File: src/rtl/seq_multiplier.sv
// Iterative radix-2 shift-add multiplier for the M-extension datapath.
// Operands are reduced to magnitudes at launch. One partial product is
// accumulated per cycle, and the sign is applied on the last iteration.
module seq_multiplier #(
  parameter int WIDTH = 4
) (
  input  logic               clk,
  input  logic               reset,
  input  logic               launch,
  input  logic [WIDTH-1:0]   multiplicand,
  input  logic [WIDTH-1:0]   multiplier,
  input  logic               a_signed,
  input  logic               b_signed,
  output logic               busy,
  output logic               done,
  output logic [2*WIDTH-1:0] product,
  output logic [WIDTH-1:0]   product_lo,
  output logic [WIDTH-1:0]   product_hi
);

  localparam int CW = $clog2(WIDTH + 1);
  localparam logic [CW-1:0] LAST = CW'(WIDTH - 1);

  typedef enum logic {IDLE = 1'b0, RUN = 1'b1} state_t;

  state_t               state;
  logic [2*WIDTH-1:0]   mcand;
  logic [WIDTH-1:0]     mplier;
  logic [2*WIDTH-1:0]   acc;
  logic [CW-1:0]        cnt;
  logic                 neg;

  logic                 a_neg, b_neg;
  logic [WIDTH-1:0]     a_mag, b_mag;
  logic [2*WIDTH-1:0]   acc_next;

  // Launch-time magnitude conversion. The most negative value maps to
  // 2^(WIDTH-1), which still fits in WIDTH unsigned bits.
  always_comb begin
    a_neg = a_signed & multiplicand[WIDTH-1];
    b_neg = b_signed & multiplier[WIDTH-1];
    a_mag = a_neg ? (~multiplicand + 1'b1) : multiplicand;
    b_mag = b_neg ? (~multiplier + 1'b1) : multiplier;
  end

  // Partial-product accumulate for the current iteration.
  always_comb begin
    acc_next = acc + (mplier[0] ? mcand : '0);
  end

  // Control FSM and datapath. Priority is reset, then launch, then iteration.
  always_ff @(posedge clk) begin
    if (reset) begin
      state   <= IDLE;
      mcand   <= '0;
      mplier  <= '0;
      acc     <= '0;
      cnt     <= '0;
      neg     <= 1'b0;
      busy    <= 1'b0;
      done    <= 1'b0;
      product <= '0;
    end else if (launch) begin
      // A launch while running aborts the run; product keeps the last result.
      state  <= RUN;
      mcand  <= {{WIDTH{1'b0}}, a_mag};
      mplier <= b_mag;
      acc    <= '0;
      cnt    <= '0;
      neg    <= a_neg ^ b_neg;
      busy   <= 1'b1;
      done   <= 1'b0;
    end else begin
      done <= 1'b0;
      if (state == RUN) begin
        acc    <= acc_next;
        mcand  <= mcand << 1;
        mplier <= mplier >> 1;
        cnt    <= cnt + 1'b1;
        if (cnt == LAST) begin
          product <= neg ? (~acc_next + 1'b1) : acc_next;
          state   <= IDLE;
          busy    <= 1'b0;
          done    <= 1'b1;
        end
      end
    end
  end

  assign product_lo = product[WIDTH-1:0];
  assign product_hi = product[2*WIDTH-1:WIDTH];

endmodule

File: config.mk
export PLATFORM = sky130hd
export DESIGN_NAME = seq_multiplier
export DESIGN_NICKNAME = d
export VERILOG_FILES = /design/src/rtl/seq_multiplier.sv
export SDC_FILE = /design/constraint.sdc
export NUM_CORES = 1
export LEC_CHECK = 0
export ABC_CLOCK_PERIOD_IN_PS = 2500
export CORE_ASPECT_RATIO = 0.7
export CORE_MARGIN = 8
export CORE_UTILIZATION = 48
export DETAILED_ROUTE_END_ITERATION = 10
export PLACE_DENSITY = 0.87
export RECOVER_POWER = 25
export SYNTH_ARGS = -nofsm -noshare
export SYNTH_HDL_FRONTEND = slang
export SYNTH_SLANG_ARGS = --single-unit
File: constraint.sdc
create_clock -name clk -period 2.5 [get_ports clk]
set_input_delay 0.25 -clock clk [delete_from_list [all_inputs] [get_ports clk]]
set_output_delay 0.25 -clock clk [all_outputs]
set_load 0.1 [all_outputs]
==> results of run 1 <==
[layer usage]
layer	GRT usage [%]	wire length, µm	vias to the layer above
met2	19.4	1640	35
li1	-	-	821
met1	16.1	2010	709
met3	5.08	290	6
met4	6.94	76	0
met5	0	0	-
[state kept, by name (all words and copies together) (netlist names)]
signal	cells
acc	8
busy	1
cnt	3
done	1
mcand	8
mplier	4
neg	1
product	8
state	1
[cell usage in the layout (no fill, tap or decap), types with 2 or more instances in the layout]
cell type / count
a21oi_1: 5
o31ai_1: 3
o21ai_0: 8
or3_1: 2
xor2_1: 5
a311oi_1: 4
or2_2: 3
clkdlybuf4s50_1: 10
mux2i_1: 13
and3_4: 2
nor2b_1: 8
nand3_1: 3
dfxtp_1: 35
buf_4: 22
a22oi_1: 2
clkbuf_8: 7
ha_1: 12
nor2_1: 27
xnor2_1: 8
a211oi_1: 10
nand2_1: 16
dlygate4sd3_1: 2
inv_1: 10
o21ai_1: 3
and2_1: 7
clkbuf_1: 2
[Yosys cell counts]
master	instances
dfxtp_1	35
nor2_1	27
nand2_1	16
mux2i_1	13
ha_1	12
a211oi_1	10
inv_1	10
buf_4	8
nor2b_1	8
o21ai_0	8
xnor2_1	8
and2_1	7
clkbuf_1	7
a21oi_1	5
xor2_1	5
a311oi_1	4
or2_2	4
nand3_1	3
o21ai_1	3
o31ai_1	3
a22oi_1	2
and3_4	2
buf_1	2
nor3_1	2
or3_1	2
a211o_1	1
a21o_1	1
a21o_2	1
a21oi_2	1
a221oi_1	1
a221oi_2	1
a31oi_1	1
a32oi_1	1
and3_1	1
buf_6	1
fa_1	1
nand2b_1	1
nand4_1	1
o21a_1	1
o221ai_1	1
o311ai_2	1
o41ai_2	1
or2b_2	1
[power groups by stage]
stage	clock network [W]	logic, W	registers, W
detailed placement	0	0.000145	0.000597
global placement	0	0.000141	0.000596
global route	0.000484	0.000159	0.000586
floorplan	0	0.0000933	0.000602
CTS	0.000458	0.000146	0.000584
finish	0.000444	0.000145	0.000584
[worst reg2reg max path, cell delays in order (launching register included)]
cell and delay (ns):
dfxtp_1 0.32, and2_1 0.16, ha_1 0.22, fa_2 0.39
a211o_1 0.32, and3_4 0.20, o311ai_2 0.28, buf_4 0.17
xor2_1 0.14, o21ai_1 0.07
[through the flow]
| stage | util (%) | hold WS (ns) | worst slack (ns) |
|---|---|---|---|
| 5_1_grt | 59.2 | 0.500 | 0.00887 |
| 4_1_cts | 59.2 | 0.461 | 0.0398 |
| 3_3_place_gp | 56.6 | 0.437 | 0.141 |
| 3_5_place_dp | 56.6 | 0.445 | 0.0531 |
| 6_report | 59.2 | 0.454 | 0.125 |
| 2_1_floorplan | - | 0.407 | 0.113 |
[worst max path at each step]
| stage | start | endpoint | cells past startpoint |
|---|---|---|---|
| 6_report | mcand[0] | product[6] | 9 |
| 3_3_place_gp | mcand[0] | product[7] | 9 |
| 2_1_floorplan | mplier[0] | product[7] | 9 |
| 5_1_grt | mcand[0] | product[7] | 9 |
| 4_1_cts | mcand[0] | product[7] | 9 |
| 3_5_place_dp | mcand[0] | product[7] | 9 |
[layout make-up]
| class | instances | area, µm² | area share, % |
|---|---|---|---|
| clock buffer | 8 | 100 | 4.28 |
| sequential | 35 | 701 | 30.0 |
| tap | 52 | 65.1 | 2.79 |
| inverter | 10 | 37.5 | 1.61 |
| timing repair buffer | 36 | 294 | 12.6 |
| multi-input combinational | 161 | 1140 | 48.7 |
[repair_timing]
item	in CTS	in global routing
endpoints found under the hold margin	0	0
resized for setup	0	2
hold buffers	0	0
setup endpoints to repair	0	2
[kinds of logic after synthesis]
kind of cell | count (synthesis) | synth area share, %
xor gates and xnor gates | 13 | 5.77
buffers and inverters | 28 | 7.23
muxes | 13 | 6.59
AOI/OAI and AO/OA | 47 | 17.7
DFF | 35 | 35.5
adders and majority gates | 13 | 8.62
and+or+nand+nor | 75 | 18.6
==> results.sh, run 1 <==
export IMPL_crit_chain="and2_1 -> ha_1 -> fa_2 -> a211o_1 -> and3_4 -> o311ai_2 -> buf_4 -> xor2_1 -> o21ai_1"
export IMPL_worst_slew_pin_transition_ns=1.17
export IMPL_synthTopCellsByArea="dfxtp_1 (35%), ha_1 (7.6%), mux2i_1 (6.6%)"
export IMPL_nNetsFinal=275
export IMPL_place_area_mm2=0.00223
export IMPL_cts_root_buf="clkbuf_8"
export IMPL_cp_top_family="compound AO/OA/AOI/OAI gates"
export IMPL_arrival_ns=2.56
export IMPL_critPathBufInv=1
export IMPL_finalSetupViolCount=0
export IMPL_synth_seq_cells=35
export IMPL_ir_drop_v=0.000331
export IMPL_cp_start_kind="flop"
export IMPL_post_cts_buffers=0
export IMPL_worstHoldStart="busy"
export IMPL_cp_max_fo=3
export IMPL_first_global_vias=1535
export IMPL_worstRegToRegCells=9
export IMPL_p_int_w=0.000890
export IMPL_numPortBuffers=30
export IMPL_maxSlewViolCount=0
export IMPL_avgSynthCellArea_um2=8.81
export IMPL_cts_tree="done"
export IMPL_worstSkewPairLatency_ns=0.29
export IMPL_synth_seq_area_share_pct=35.5
export IMPL_skew_ns=0.00335
export IMPL_post_route_min_period_ns=2.37
export IMPL_gp_congestion=0.855
export IMPL_finalPower_w=0.00117
export IMPL_initial_utilization_pct=50.0
export IMPL_hold_path_depth=1
export IMPL_power_switching_w=0.000284
export IMPL_dieArea_mm2=0.00645
export IMPL_ios=31
export IMPL_drtIter0Drc=89
export IMPL_pwr_share_comb_pct=12.4
export IMPL_switching_share_pct=24.2
export IMPL_yosys_area_top_type="dfxtp_1"
export IMPL_syn_area_mm2=0.00197
export IMPL_drc=0
export IMPL_core_mm2=0.00395
export IMPL_cp_required_ns=2.68
export IMPL_cp_slowest_stage_delay_ns=0.39
export IMPL_place_inst=294
export IMPL_cts_buffer_depth=2
export IMPL_n_antenna_cell=0
export IMPL_ff2ff_setup_slack_ns=0.13
export IMPL_antenna_found_initial=0
export IMPL_die_w_um=92.7
export IMPL_nFillCells=373
export IMPL_fin_cells=302
export IMPL_grt_usage_pct=13.1
export IMPL_clock_sinks=35
export IMPL_drive_above_1_share_pct=17.2
export IMPL_clk_pin_slew_ns=0.07
export IMPL_seq_power_share_pct=49.8
export IMPL_worstHoldPathType="flop to flop"
export IMPL_grt_pass1_wl_mm=6.84
export IMPL_reg2reg_from="mcand[0]"
export IMPL_min_to="busy"
export IMPL_regToRegEndpoint="product[6]"
export IMPL_detail_route_first_pass_iterations=4
export IMPL_slew_headroom_pct=22.3
export IMPL_overflow=0
export IMPL_std_cell_rows=19
export IMPL_fin_setup_tns_ns=0
export IMPL_critical_path_slowest_cell="fa_2"
export IMPL_drtAntennaViolNets=0
export IMPL_cts_htree_levels=2
export IMPL_outcome="completed"
export IMPL_postSynthCellCount=224
export IMPL_synth_top_cell_area_share_pct=35.5
export IMPL_end_kind="flop"
export IMPL_synth_fp_nets=250
export IMPL_post_route_period_util_pct=95.0
export IMPL_rsz0062_at_grt="false"
export IMPL_area_delta_synth_final_pct=18.3
export IMPL_vias=1571
export IMPL_timing_worst_setup_path_type="flop to flop"
export IMPL_power_density_mw_per_mm2=503
export IMPL_wirelength_mm=4.02
export IMPL_die_y_um=69.7
export IMPL_yosys_warnings=0
export IMPL_power_frac_clock_pct=37.8
export IMPL_hold_violations=0
export IMPL_design_area_mm2=0.00234
export IMPL_grt_max_degree=33
export IMPL_synth_cell_types=43
export IMPL_wl_per_cell_um=13.3
export IMPL_viasPerCell=5.20
export IMPL_p_leak_nw=0.998
export IMPL_cts_made_buffers=5
export IMPL_fmax_mhz=421
export IMPL_cap_viol_max_count=0
export IMPL_dp_hpwl_mm=3.10
(Power assumes the default switching activity.)
==> run 2: changes to the inputs <==
--- a/config.mk
+++ b/config.mk
@@ -7,8 +7,8 @@
 export LEC_CHECK = 0
-export ABC_CLOCK_PERIOD_IN_PS = 2500
+export ABC_CLOCK_PERIOD_IN_PS = 2960
 export CORE_ASPECT_RATIO = 0.7
 export CORE_MARGIN = 8
-export CORE_UTILIZATION = 48
+export CORE_UTILIZATION = 57
 export DETAILED_ROUTE_END_ITERATION = 10
-export PLACE_DENSITY = 0.87
+export PLACE_DENSITY = 0.95
 export RECOVER_POWER = 25
==> constraint.sdc (replaced) <==
create_clock -name clk -period 2.96 [get_ports clk]
set_input_delay 0.592 -clock clk [delete_from_list [all_inputs] [get_ports clk]]
set_output_delay 0.592 -clock clk [all_outputs]
set_load 0.1 [all_outputs]
==> run 2 against run 1 <==
Effect of this change:
- clock skew rose by 0.0050 ns
- highest routed layer unchanged
- critical path type unchanged
- critical path depth did not move
- sequential share of layout area rose by 0.54 points
==> results.sh, run 2 (synthesis gave the netlist of run 1 again) <==
export IMPL_post_cts_buffers=0
export IMPL_antenna_found_initial=0
export IMPL_seq_area_um2=701
export IMPL_finalPower_w=0.000945
export IMPL_mostFrequentLayoutCells="dfxtp_1 (35), nor2_1 (27), buf_4 (20)"
export IMPL_post_cts_resized=0
export IMPL_wl_per_cell_um=13.7
export IMPL_clock_sinks=35
export IMPL_hold_violations=0
export IMPL_power_density_mw_per_mm2=412
export IMPL_detail_route_first_pass_iterations=4
export IMPL_arrival_ns=2.75
export IMPL_std_cell_rows=18
export IMPL_crit_chain="and2_1 -> ha_1 -> fa_1 -> a211o_1 -> and3_4 -> o311ai_2 -> o31ai_1 -> xnor2_1 -> o21ai_1"
export IMPL_cp_top_family="compound AO/OA/AOI/OAI gates"
export IMPL_cts_buffer_depth=2
export IMPL_maxSlewViolCount=0
export IMPL_ff2ff_setup_slack_ns=0.39
export IMPL_critical_path_slowest_cell="fa_1"
export IMPL_worstHoldPathType="flop to flop"
export IMPL_grt_max_degree=21
export IMPL_drtAntennaViolNets=0
export IMPL_outcome="completed"
export IMPL_multi_input_area_mm2=0.00113
export IMPL_p_leak_nw=0.975
export IMPL_hold_path_depth=2
export IMPL_worst_slew_pin_transition_ns=1.19
export IMPL_post_route_min_period_ns=2.57
export IMPL_dp_hpwl_mm=3.17
export IMPL_first_global_vias=1481
export IMPL_area_delta_synth_final_pct=16.2
export IMPL_clk_pin_slew_ns=0.07
export IMPL_overflow=0
export IMPL_die_y_um=65.2
export IMPL_cts_made_buffers=5
export IMPL_cts_root_buf="clkbuf_8"
export IMPL_nFillCells=300
export IMPL_cts_htree_levels=2
export IMPL_nNetsFinal=273
export IMPL_fin_cells=298
export IMPL_gp_congestion=0.813
export IMPL_rsz0062_at_grt="false"
export IMPL_drive_above_1_share_pct=15.3
export IMPL_cp_required_ns=3.14
export IMPL_wirelength_mm=4.09
export IMPL_cts_hold_fix_buffers=0
export IMPL_timing_worst_setup_path_type="flop to flop"
export IMPL_worstSkewPairLatency_ns=0.29
export IMPL_ios=31
export IMPL_drc=0
export IMPL_cp_max_fo=9
export IMPL_cts_tree="done"
export IMPL_final_common_cell="dfxtp_1"
export IMPL_cp_start_kind="flop"
export IMPL_place_inst=290
export IMPL_reg_top3="acc (8), mcand (8), product (8)"
export IMPL_worstRegToRegCells=9
export IMPL_grt_pass1_wl_mm=6.65
export IMPL_drtIter0Drc=52
export IMPL_slew_headroom_pct=21.2
export IMPL_dieArea_mm2=0.00563
export IMPL_initial_utilization_pct=57.7
export IMPL_viasPerCell=5.36
export IMPL_cp_slowest_stage_delay_ns=0.44
export IMPL_path_depth=9
export IMPL_finalSetupViolCount=0
export IMPL_core_mm2=0.00342
export IMPL_cap_viol_max_count=0
export IMPL_post_route_period_util_pct=86.9
export IMPL_fin_setup_tns_ns=0
export IMPL_vias=1597
export IMPL_n_antenna_cell=0
export IMPL_end_kind="flop"
export IMPL_skew_ns=0.00830
export IMPL_ir_drop_v=0.000237
export IMPL_fmax_mhz=389
export IMPL_grt_usage_pct=14.6
export IMPL_numPortBuffers=30
export IMPL_critPathBufInv=0
export IMPL_die_w_um=86.3
==> run 2: cell types whose count changed in the layout (fill, tap and decap cells not counted), sizes merged <==
cell | before | now
buf | 22 | 20
clkbuf | 10 | 8
clkdlybuf4s50 | 10 | 11
clkinv | 0 | 1
clkinvlp | 0 | 1
dlygate4sd3 | 2 | 1
==> run 2: final timing paths <==
| kind | end | start |
|---|---|---|
| worst max-delay path | product[7] | mplier[0] |
| worst min-delay path | product[5] | product[5] |
| worst max register to register | product[7] | mplier[0] |
| worst min register to register | product[5] | product[5] |
==> run 2: tightest hold or removal path, stage by stage (launching register included) <==
cell and delay [ns]:
dfxtp_1 0.32, nand2_1 0.05, o21ai_1 0.05
==> run 2: metrics by stage <==
| stage | instance area (µm²) | utilization, % | setup WS, ns | hold slack [ns] |
|---|---|---|---|---|
| 3_5_place_dp | 2220 | 64.8 | 0.397 | 0.464 |
| 6_report | 2290 | 67.0 | 0.388 | 0.469 |
| 3_3_place_gp | 2220 | 64.8 | 0.494 | 0.437 |
| 4_1_cts | 2300 | 67.3 | 0.402 | 0.474 |
| 2_1_floorplan | 1970 | - | 0.573 | 0.455 |
| 5_1_grt | 2290 | 67.0 | 0.255 | 0.500 |
==> run 2: routing by layer <==
metal  up-vias  track usage (%)  wire (µm)
met5         -                0          0
met4         0             5.98         48
met3         5             4.98        336
met2        48             22.3       1760
met1       726             18.4       1950
li1        818                -          -
==> run 2: power breakdown <==
part           switching, W  internal, W  total, W
Combinational     0.0000648    0.0000542  0.000119
Sequential        0.0000140     0.000484  0.000498
Clock              0.000164     0.000164  0.000329
==> run 2: layout make-up <==
class / count / area share (%)
multi-input cells: 161 / 49.3
flip-flops and latches: 35 / 30.5
repair buffers: 34 / 12.1
clock buffers: 6 / 3.16
well taps: 50 / 2.73
inverters: 10 / 1.64
clock inverters: 2 / 0.545
